`src/rtl/seq_det_pkg.sv`:
```
// Shared definitions for the parametrised serial pattern detector.
// Latency: none (types, constants and a width helper only).
// Backpressure: not applicable.
package seq_det_pkg;

  // Detector state encoding, also exposed on the debug port
  typedef enum logic [1:0] {
    ST_IDLE = 2'b00,
    ST_FILL = 2'b01,
    ST_HUNT = 2'b10
  } state_t;

  // Width needed to hold a pattern length in the range 0..max_len
  function automatic int LEN_W(input int max_len);
    return $clog2(max_len + 1);
  endfunction

endpackage

```
`src/rtl/sat_counter.sv`:
```
// Saturating event counter with a sticky saturation flag and clear priority.
// Latency: count and flag update at the edge that samples inc/clr.
// Backpressure: none; every inc is counted until the counter saturates.
module sat_counter #(
  parameter int W = 8
) (
  input  logic         clk,
  input  logic         rst_n,
  input  logic         inc,
  input  logic         clr,
  output logic [W-1:0] cnt,
  output logic         sat
);

  localparam logic [W-1:0] CNT_MAX = '1;

  // Clear wins over increment; the count holds at all-ones, and the flag
  // is raised as soon as the count reaches all-ones and stays until cleared
  always_ff @(posedge clk or negedge rst_n) begin
    if (!rst_n) begin
      cnt <= '0;
      sat <= 1'b0;
    end else if (clr) begin
      cnt <= '0;
      sat <= 1'b0;
    end else if (inc) begin
      if (cnt != CNT_MAX) cnt <= cnt + 1'b1;
      if (cnt == CNT_MAX || cnt == CNT_MAX - 1'b1) sat <= 1'b1;
    end
  end

endmodule

```
`src/rtl/seq_detector_param.sv`:
```
// Serial pattern detector with runtime-loadable pattern/length and overlap mode.
// Latency: match is registered, high the cycle after the completing bit's edge.
// Backpressure: none; bits are taken whenever bit_valid is high and state is not IDLE.
module seq_detector_param
  import seq_det_pkg::*;
#(
  parameter int                 MAX_LEN         = 8,
  parameter logic [MAX_LEN-1:0] DEFAULT_PATTERN = 8'b0000_1011,
  parameter int                 DEFAULT_LEN     = 4,
  parameter bit                 OVERLAP         = 1'b1,
  parameter int                 CNT_W           = 8
) (
  input  logic                         clk,
  input  logic                         rst_n,
  input  logic                         en,
  input  logic                         cfg_load,
  input  logic [MAX_LEN-1:0]           cfg_pattern,
  input  logic [LEN_W(MAX_LEN)-1:0]    cfg_len,
  input  logic                         bit_valid,
  input  logic                         bit_in,
  input  logic                         clr_cnt,
  output logic                         match,
  output logic [CNT_W-1:0]             match_cnt,
  output logic                         cnt_sat,
  output logic [1:0]                   state
);

  localparam int            LW        = LEN_W(MAX_LEN);
  localparam logic [LW-1:0] MAX_LEN_L = LW'(MAX_LEN);
  localparam logic [LW-1:0] DEF_LEN_L = LW'(DEFAULT_LEN);

  state_t             st_q, st_d;
  logic [MAX_LEN-1:0] hist_q, hist_d, hist_shift;
  logic [MAX_LEN-1:0] pattern_q, len_mask;
  logic [MAX_LEN:0]   hist_cat;
  logic [LW-1:0]      fill_q, fill_d, fill_next, len_q;
  logic               accept, hit, cfg_ok;

  // Mask selecting the active pattern bits [len-1:0]
  always_comb begin
    len_mask = '0;
    for (int i = 0; i < MAX_LEN; i++) begin
      if (LW'(i) < len_q) len_mask[i] = 1'b1;
    end
  end

  // Bit acceptance, match detection and next-state / history update
  always_comb begin
    st_d       = st_q;
    hist_d     = hist_q;
    fill_d     = fill_q;
    accept     = en && bit_valid && (st_q != ST_IDLE);
    hist_cat   = {hist_q, bit_in};
    hist_shift = hist_cat[MAX_LEN-1:0];
    fill_next  = (fill_q == len_q) ? len_q : fill_q + 1'b1;
    // The oldest history bit never lines up with the pattern, so it is masked off
    hit = accept && (fill_next == len_q) &&
          (((hist_cat ^ {1'b0, pattern_q}) & {1'b0, len_mask}) == '0);

    if (!en) begin
      st_d   = ST_IDLE;
      hist_d = '0;
      fill_d = '0;
    end else if (st_q == ST_IDLE) begin
      st_d = ST_FILL;
    end else if (accept) begin
      hist_d = hist_shift;
      fill_d = fill_next;
      if (hit && !OVERLAP) begin
        st_d   = ST_FILL;
        hist_d = '0;
        fill_d = '0;
      end else if (fill_next == len_q) begin
        st_d = ST_HUNT;
      end
    end
  end

  // State, history and fill registers
  always_ff @(posedge clk or negedge rst_n) begin
    if (!rst_n) begin
      st_q   <= ST_IDLE;
      hist_q <= '0;
      fill_q <= '0;
    end else begin
      st_q   <= st_d;
      hist_q <= hist_d;
      fill_q <= fill_d;
    end
  end

  // New configuration is only taken while idle and with a legal length
  assign cfg_ok = cfg_load && (st_q == ST_IDLE) &&
                  (cfg_len != '0) && (cfg_len <= MAX_LEN_L);

  // Pattern and length registers
  always_ff @(posedge clk or negedge rst_n) begin
    if (!rst_n) begin
      pattern_q <= DEFAULT_PATTERN;
      len_q     <= DEF_LEN_L;
    end else if (cfg_ok) begin
      pattern_q <= cfg_pattern;
      len_q     <= cfg_len;
    end
  end

  // Registered one-cycle match pulse
  always_ff @(posedge clk or negedge rst_n) begin
    if (!rst_n) match <= 1'b0;
    else        match <= hit;
  end

  sat_counter #(
    .W (CNT_W)
  ) u_cnt (
    .clk   (clk),
    .rst_n (rst_n),
    .inc   (hit),
    .clr   (clr_cnt),
    .cnt   (match_cnt),
    .sat   (cnt_sat)
  );

  assign state = st_q;

endmodule
```
`config.mk`:
```
export PLATFORM = sky130hd
export DESIGN_NAME = seq_detector_param
export DESIGN_NICKNAME = d
export VERILOG_FILES = /design/src/rtl/seq_det_pkg.sv /design/src/rtl/sat_counter.sv /design/src/rtl/seq_detector_param.sv
export SDC_FILE = /design/constraint.sdc
export NUM_CORES = 1
export LEC_CHECK = 0
export ABC_AREA = 1
export CAP_MARGIN = 25
export CORE_MARGIN = 2
export CORE_UTILIZATION = 25
export DETAILED_ROUTE_END_ITERATION = 8
export GPL_TIMING_DRIVEN = 0
export SYNTH_ARGS = -nofsm -noshare
export SYNTH_HDL_FRONTEND = slang
export SYNTH_SLANG_ARGS = --single-unit
```
`constraint.sdc`:
```
create_clock -name clk -period 2.18 [get_ports clk]
set_input_delay 0.436 -clock clk [delete_from_list [all_inputs] [get_ports clk]]
set_output_delay 0.436 -clock clk [all_outputs]
set_load 0.1 [all_outputs]
```
==> results of run 1 <==
-- routing by layer --
layer	share of wire, %	wire length (um)
met1	48	2050
met2	47	2000
met3	2.9	124
met4	2.2	95
met5	0	0
-- kinds of logic after synthesis --
logic type	synth area share, %
adders and majority gates	1.90
AOI/OAI and AO/OA	9.96
DFF	44.6
xor gates and xnor gates	4.88
and+or+nand+nor	26.3
buffers and inverters	7.80
muxes	4.57
-- through the flow --
stage	TNS [ps]	std cells	area (um2)	utilization, %	worst slack (ps)
2_1_floorplan	0	242	1970	-	48.8
3_3_place_gp	-3750	373	2390	31.1	-117
3_5_place_dp	-224	373	2390	31.0	-113
4_1_cts	0	381	2460	32.0	96.8
5_1_grt	0	381	2460	32.0	56.2
6_report	0	381	2460	32.0	124
-- placed cells by master (no fill, tap or decap), types with 4 or more instances in the layout --
cell type	instances
o22ai_1	8
nor2_1	19
dfrtp_1	31
nand2_1	47
nand4_1	4
clkdlybuf4s50_1	16
xor2_1	8
clkbuf_8	5
nand2_2	4
inv_1	30
a21oi_1	9
dlygate4sd2_1	12
nand3_1	28
o21ai_0	17
mux2_2	8
dfstp_2	4
inv_2	4
-- area by class of cell --
cell class | count | area (um2)
plain buffers | 4 | 22.5
clock buffers | 5 | 68.8
clock inverters | 3 | 20.0
fillers | 838 | 5230
inverters | 35 | 131
multi-input cells | 168 | 938
flip-flops and latches | 35 | 881
well taps | 102 | 128
repair buffers | 29 | 270
-- how the worst max path moves through the flow --
stage,from,endpoint,slack (ps),cells past startpoint
after global routing,u_cnt.cnt[2]$_DFFE_PN0P_,match_cnt[2],60,1
final,u_cnt.cnt[2]$_DFFE_PN0P_,match_cnt[2],120,1
after global placement,rst_n,u_cnt.cnt[6]$_DFFE_PN0P_,-120,1
after CTS,u_cnt.cnt[2]$_DFFE_PN0P_,match_cnt[2],100,1
after detailed placement,cfg_len[1],pattern_q[6]$_DFFE_PN0P_,-110,6
after floorplan,state[1]$_DFFE_PN0P_,pattern_q[5]$_DFFE_PN0P_,50,4
-- where the power goes --
group	total [mW]	internal (mW)	switching [mW]
sequential	0.823	0.741	0.0820
combinational	0.519	0.189	0.330
clock	0.464	0.222	0.242
total	1.81	1.15	0.654
-- flip-flops by register name, indices dropped and copies added, names as in the netlist --
register and cells:
hist_q 7, fill_q 4, match 1, u_cnt.cnt 8, len_q 4, pattern_q 8, state 2, u_cnt.sat 1
-- timing repair --
| item | 4_1_cts | 5_1_grt |
|---|---|---|
| setup buffers | 0 | 0 |
| endpoints found under the setup margin | 12 | 0 |
| resized for setup | 12 | 0 |
| endpoints found under the hold margin | 0 | 0 |
==> impl_metrics.py, run 1 <==
metrics = {
    "flow_run": {
        "cap_violations": 0,
    },
    "critical_path": {
        "critPathRequiredTime_ps": 1740,
        "cp_slowest_cell": "dlygate4sd2_1",
        "r2r-start": "len_q[2]$_DFFE_PN1P_",
        "cp_top_family": "buffers and inverters",
        "end_kind": "primary output",
        "cp_slowest_stage_delay_ps": 890,
        "cp.arrival_ps": 1620,
        "crit_buf_inv": 1,
        "worstSetupPathType": "flop to primary output",
        "reg2regPathDepth": 12,
        "r2r_slack_ps": 270,
        "cp-start-kind": "flop",
        "worstPathMaxFanout": 6,
        "worstReg2RegEnd": "u_cnt.cnt[0]$_DFFE_PN0P_",
        "cp_cell_sequence": "dlygate4sd2_1",
    },
    "timing": {
        "hold_viol": 0,
        "fin_crit_sh_pct": 94.3,
        "finClkSkew_ps": 10.6,
        "fmaxAchievable_mhz": 486,
        "slew_headroom_pct": 35.3,
        "holdWs_ps": 226,
        "slew_viol_final": 0,
        "setup_viol": 0,
        "worst_pin_slew_ps": 975,
        "period_minus_slack_ps": 2060,
        "rsz0062_at_grt": "no",
    },
    "global_route": {
        "grt_util_met2_pct": 17.2,
        "antenna_found_initial": 0,
        "grt_pass1_vias": 1589,
        "track_usage_pct": 10.6,
        "grt_start_max_net_pins": 36,
        "grtUsageMet3_pct": 2.03,
        "grt_first_pass_wirelength_um": 7330,
        "grt.busiest_layer": "met2",
        "grt_overflow": 0,
        "use_met1_pct": 13.7,
    },
    "clock_tree": {
        "cts_tree": "yes",
        "root_buffer": "clkbuf_8",
        "clkSinkCount": 35,
        "htree_levels": 2,
        "clock_latency_ps": 280,
        "cts_buffers": 5,
        "clock_path_buffers": 2,
        "cts.reportedPaths.clkPinSlew_ps": 70,
        "cts-hold-fix-buffers": 0,
    },
    "placement": {
        "gp_congestion": 0.855,
        "io_buffers": 29,
        "hpwl_um": 3240,
    },
    "die": {
        "core_um2": 7690,
        "start_util_pct": 25.7,
        "io_pins": 31,
        "die_x_um": 92.8,
        "rows": 32,
        "die_y_um": 92.8,
        "dieArea_um2": 8620,
    },
    "yosys": {
        "synthTopCellsByArea": "dfrtp_1 39%, nand2_1 8.9%, nand3_1 7.1%",
        "async_reset_ff_share_pct": 100,
        "synth-seq-cells": 35,
        "synthFlopType": "dfrtp_1",
        "synthTopCellsByCount": "47 x nand2_1, 31 x dfrtp_1, 30 x inv_1, 28 x nand3_1, 19 x nor2_1",
        "synth_top_cell_by_area": "dfrtp_1",
        "ys_types": 26,
        "syn_inst": 242,
        "synth_edf_count": 0,
        "synth_warnings": 0,
        "netlist.area_leader.share_pct": 39.3,
        "synth.most_common_cell": "nand2_1",
        "syn-num-nets": 264,
        "yosysSeqAreaShare_pct": 44.6,
        "syn_area_um2": 1970,
        "synth.avg_cell_area_um2": 8.15,
    },
    "final_layout": {
        "nets": 300,
        "area_growth_pct": 24.7,
        "drive_gt1_share_pct": 13.6,
        "insertedDiodeCount": 0,
    },
    "run_status": {
        "status": "completed",
    },
    "power": {
        "powerDensity_nw_per_um2": 735,
        "vdd_drop_max_mv": 0.385,
        "total_power_mw": 1.81,
        "p_leak_nw": 1.16,
    },
    "routing": {
        "viasPerCell": 4.44,
        "wire_per_inst_um": 11.2,
        "first_pass_iters": 4,
        "drtAntennaViolNets": 0,
        "routed_wl_um": 4270,
        "dr_total_vias": 1692,
        "drt_iter0_drc": 109,
        "drc_errors": 0,
    },
    "worst_hold_path": {
        "hp-class": "input port to asynchronous set/reset pin",
    },
}
Power figures use the tool's default switching activity.
==> run 2: changes to the inputs <==
--- a/config.mk
+++ b/config.mk
@@ -11,6 +11,7 @@
 export CORE_UTILIZATION = 25
 export DETAILED_ROUTE_END_ITERATION = 8
 export GPL_TIMING_DRIVEN = 0
+export PLACE_DENSITY = 0.5
 export SYNTH_ARGS = -nofsm -noshare
 export SYNTH_HDL_FRONTEND = slang
 export SYNTH_SLANG_ARGS = --single-unit
==> run 2 against run 1 <==
Clock power is 14% higher. Critical endpoint is now match_cnt[4]. Routed wire length is 9.9% higher. Register-to-register slack worse by 70 ps. Die area stayed put. Critical path type unchanged. Global-route usage is 0.96 points higher. Highest routed layer unchanged. Sequential cell count stayed put. Clock skew is 0.83 ps lower.
==> impl_metrics.py, run 2 (synthesized netlist as in run 1, its figures left out) <==
metrics = {
    "run_status": {
        "status": "completed",
    },
    "power": {
        "comb_power_share_pct": 27.7,
        "powerDensity_nw_per_um2": 756,
        "sequentialPowerShare_pct": 44.2,
        "switching_share_pct": 34.8,
        "total_power_mw": 1.87,
        "switchingPower_uw": 652,
        "p_leak_nw": 1.18,
        "cell_internal_pwr_mw": 1.22,
        "clkPwrFrac_pct": 28.2,
        "vdd_drop_max_mv": 0.390,
    },
    "critical_path": {
        "r2r-start": "len_q[2]$_DFFE_PN1P_",
        "worstPathMaxFanout": 5,
        "crit_buf_inv": 1,
        "cp_slowest_stage_delay_ps": 880,
        "cp_top_family": "buffers and inverters",
        "critPathRequiredTime_ps": 1740,
        "cp-start-kind": "flop",
        "crit_start": "u_cnt.cnt[4]$_DFFE_PN0P_",
        "cp_slowest_cell": "dlygate4sd2_1",
        "cp.arrival_ps": 1610,
        "cp_cell_sequence": "dlygate4sd2_1",
        "worstSetupPathType": "flop to primary output",
        "end_kind": "primary output",
    },
    "die": {
        "rows": 32,
        "die_y_um": 92.8,
        "core_um2": 7690,
        "die_x_um": 92.8,
        "io_pins": 31,
        "dieArea_um2": 8620,
        "start_util_pct": 25.7,
    },
    "final_layout": {
        "regArea_um2": 881,
        "instances_no_fill": 381,
        "insertedDiodeCount": 0,
        "nFillCells": 838,
        "nets": 300,
        "reg.largest.list": "pattern_q (8), u_cnt.cnt (8), hist_q (7)",
        "area_growth_pct": 25.4,
        "layout_commonest_cell": "nand2_1",
        "multi_input_comb_area_um2": 938,
        "final_cell_mix": "47 x nand2_1, 31 x dfrtp_1, 30 x inv_1",
        "drive_gt1_share_pct": 13.3,
    },
    "clock_tree": {
        "clock_path_buffers": 2,
        "cts_tree": "yes",
        "clock_latency_ps": 290,
        "root_buffer": "clkbuf_8",
        "cts.reportedPaths.clkPinSlew_ps": 70,
        "clkSinkCount": 35,
        "post_cts_buffers": 0,
        "cts_buffers": 5,
        "htree_levels": 2,
    },
    "routing": {
        "drt_iter0_drc": 70,
        "viasPerCell": 4.38,
        "routed_wl_um": 4690,
        "wire_per_inst_um": 12.3,
        "dr_total_vias": 1668,
        "drtAntennaViolNets": 0,
        "first_pass_iters": 5,
        "drc_errors": 0,
    },
    "flow_run": {
        "cap_violations": 0,
    },
    "worst_hold_path": {
        "hp-class": "input port to asynchronous set/reset pin",
    },
    "global_route": {
        "grt_overflow": 0,
        "grt_start_max_net_pins": 36,
        "antenna_found_initial": 0,
        "grt_pass1_vias": 1567,
        "grt_first_pass_wirelength_um": 7760,
        "track_usage_pct": 11.6,
    },
    "timing": {
        "rsz0062_at_grt": "no",
        "holdWs_ps": 235,
        "finClkSkew_ps": 9.76,
        "hold_viol": 0,
        "period_minus_slack_ps": 2050,
        "slew_viol_final": 0,
        "setup_viol": 0,
        "fmaxAchievable_mhz": 488,
        "slew_headroom_pct": 34.3,
        "fin_crit_sh_pct": 94.0,
        "worst_pin_slew_ps": 990,
    },
    "placement": {
        "gp_congestion": 0.828,
        "io_buffers": 29,
        "hpwl_um": 3470,
        "dpl.cell_count": 373,
    },
}
## run 2: layout make-up
| type | instances | share of cell area, % |
|---|---|---|
| buffer | 4 | 0.910 |
| clock buffer | 8 | 4.04 |
| inverter | 35 | 5.31 |
| multi-input combinational | 168 | 37.9 |
| sequential | 35 | 35.6 |
| tap | 102 | 5.16 |
| timing repair buffer | 29 | 11.1 |
## run 2: path summary, 6_finish.rpt
| check | to | depth (start not counted) | slack, ps |
|---|---|---|---|
| max | match_cnt[4] | 1 | 130 |
| min | match$_DFF_PN0_ | 1 | 230 |
| max reg2reg | u_cnt.cnt[3]$_DFFE_PN0P_ | 12 | 200 |
| min reg2reg | state[1]$_DFFE_PN0P_ | 2 | 520 |
| max in group asynchronous | hist_q[5]$_DFFE_PN0P_ | 1 | 1420 |
| min in group clk | state[1]$_DFFE_PN0P_ | 2 | 520 |
## run 2: power groups by stage
stage / combinational, mW / sequential (mW) / clock [mW]
final: 0.517 / 0.826 / 0.527
after global routing: 0.584 / 0.840 / 0.558
after CTS: 0.523 / 0.828 / 0.541
after detailed placement: 0.527 / 0.840 / 0
after global placement: 0.530 / 0.836 / 0
after floorplan: 0.321 / 0.890 / 0
## run 2: repair_timing
| action | CTS | global route |
|---|---|---|
| gates resized for setup | 11 | 1 |
| setup endpoints to repair | 11 | 1 |
| hold buffers | 0 | 0 |
| cloned | 0 | 0 |
## run 2: metrics by stage
stage / setup TNS [ps] / setup slack, ps / cell area [um2] / util, %
finish: 0 / 130 / 2470 / 32.2
global route: 0 / 8.21 / 2470 / 32.2
CTS: 0 / 6.95 / 2470 / 32.2
detailed placement: -396 / -185 / 2390 / 31.0
global placement: -8360 / -257 / 2390 / 31.1
floorplan: 0 / 48.8 / 1970 / -
## run 2: routing by layer
metal	up-vias	global-route usage (%)	routed length, um
li1	861	-	-
met1	774	15.7	2260
met2	28	18.1	2210
met3	5	2.03	149
met4	0	4.78	72
met5	-	0	0
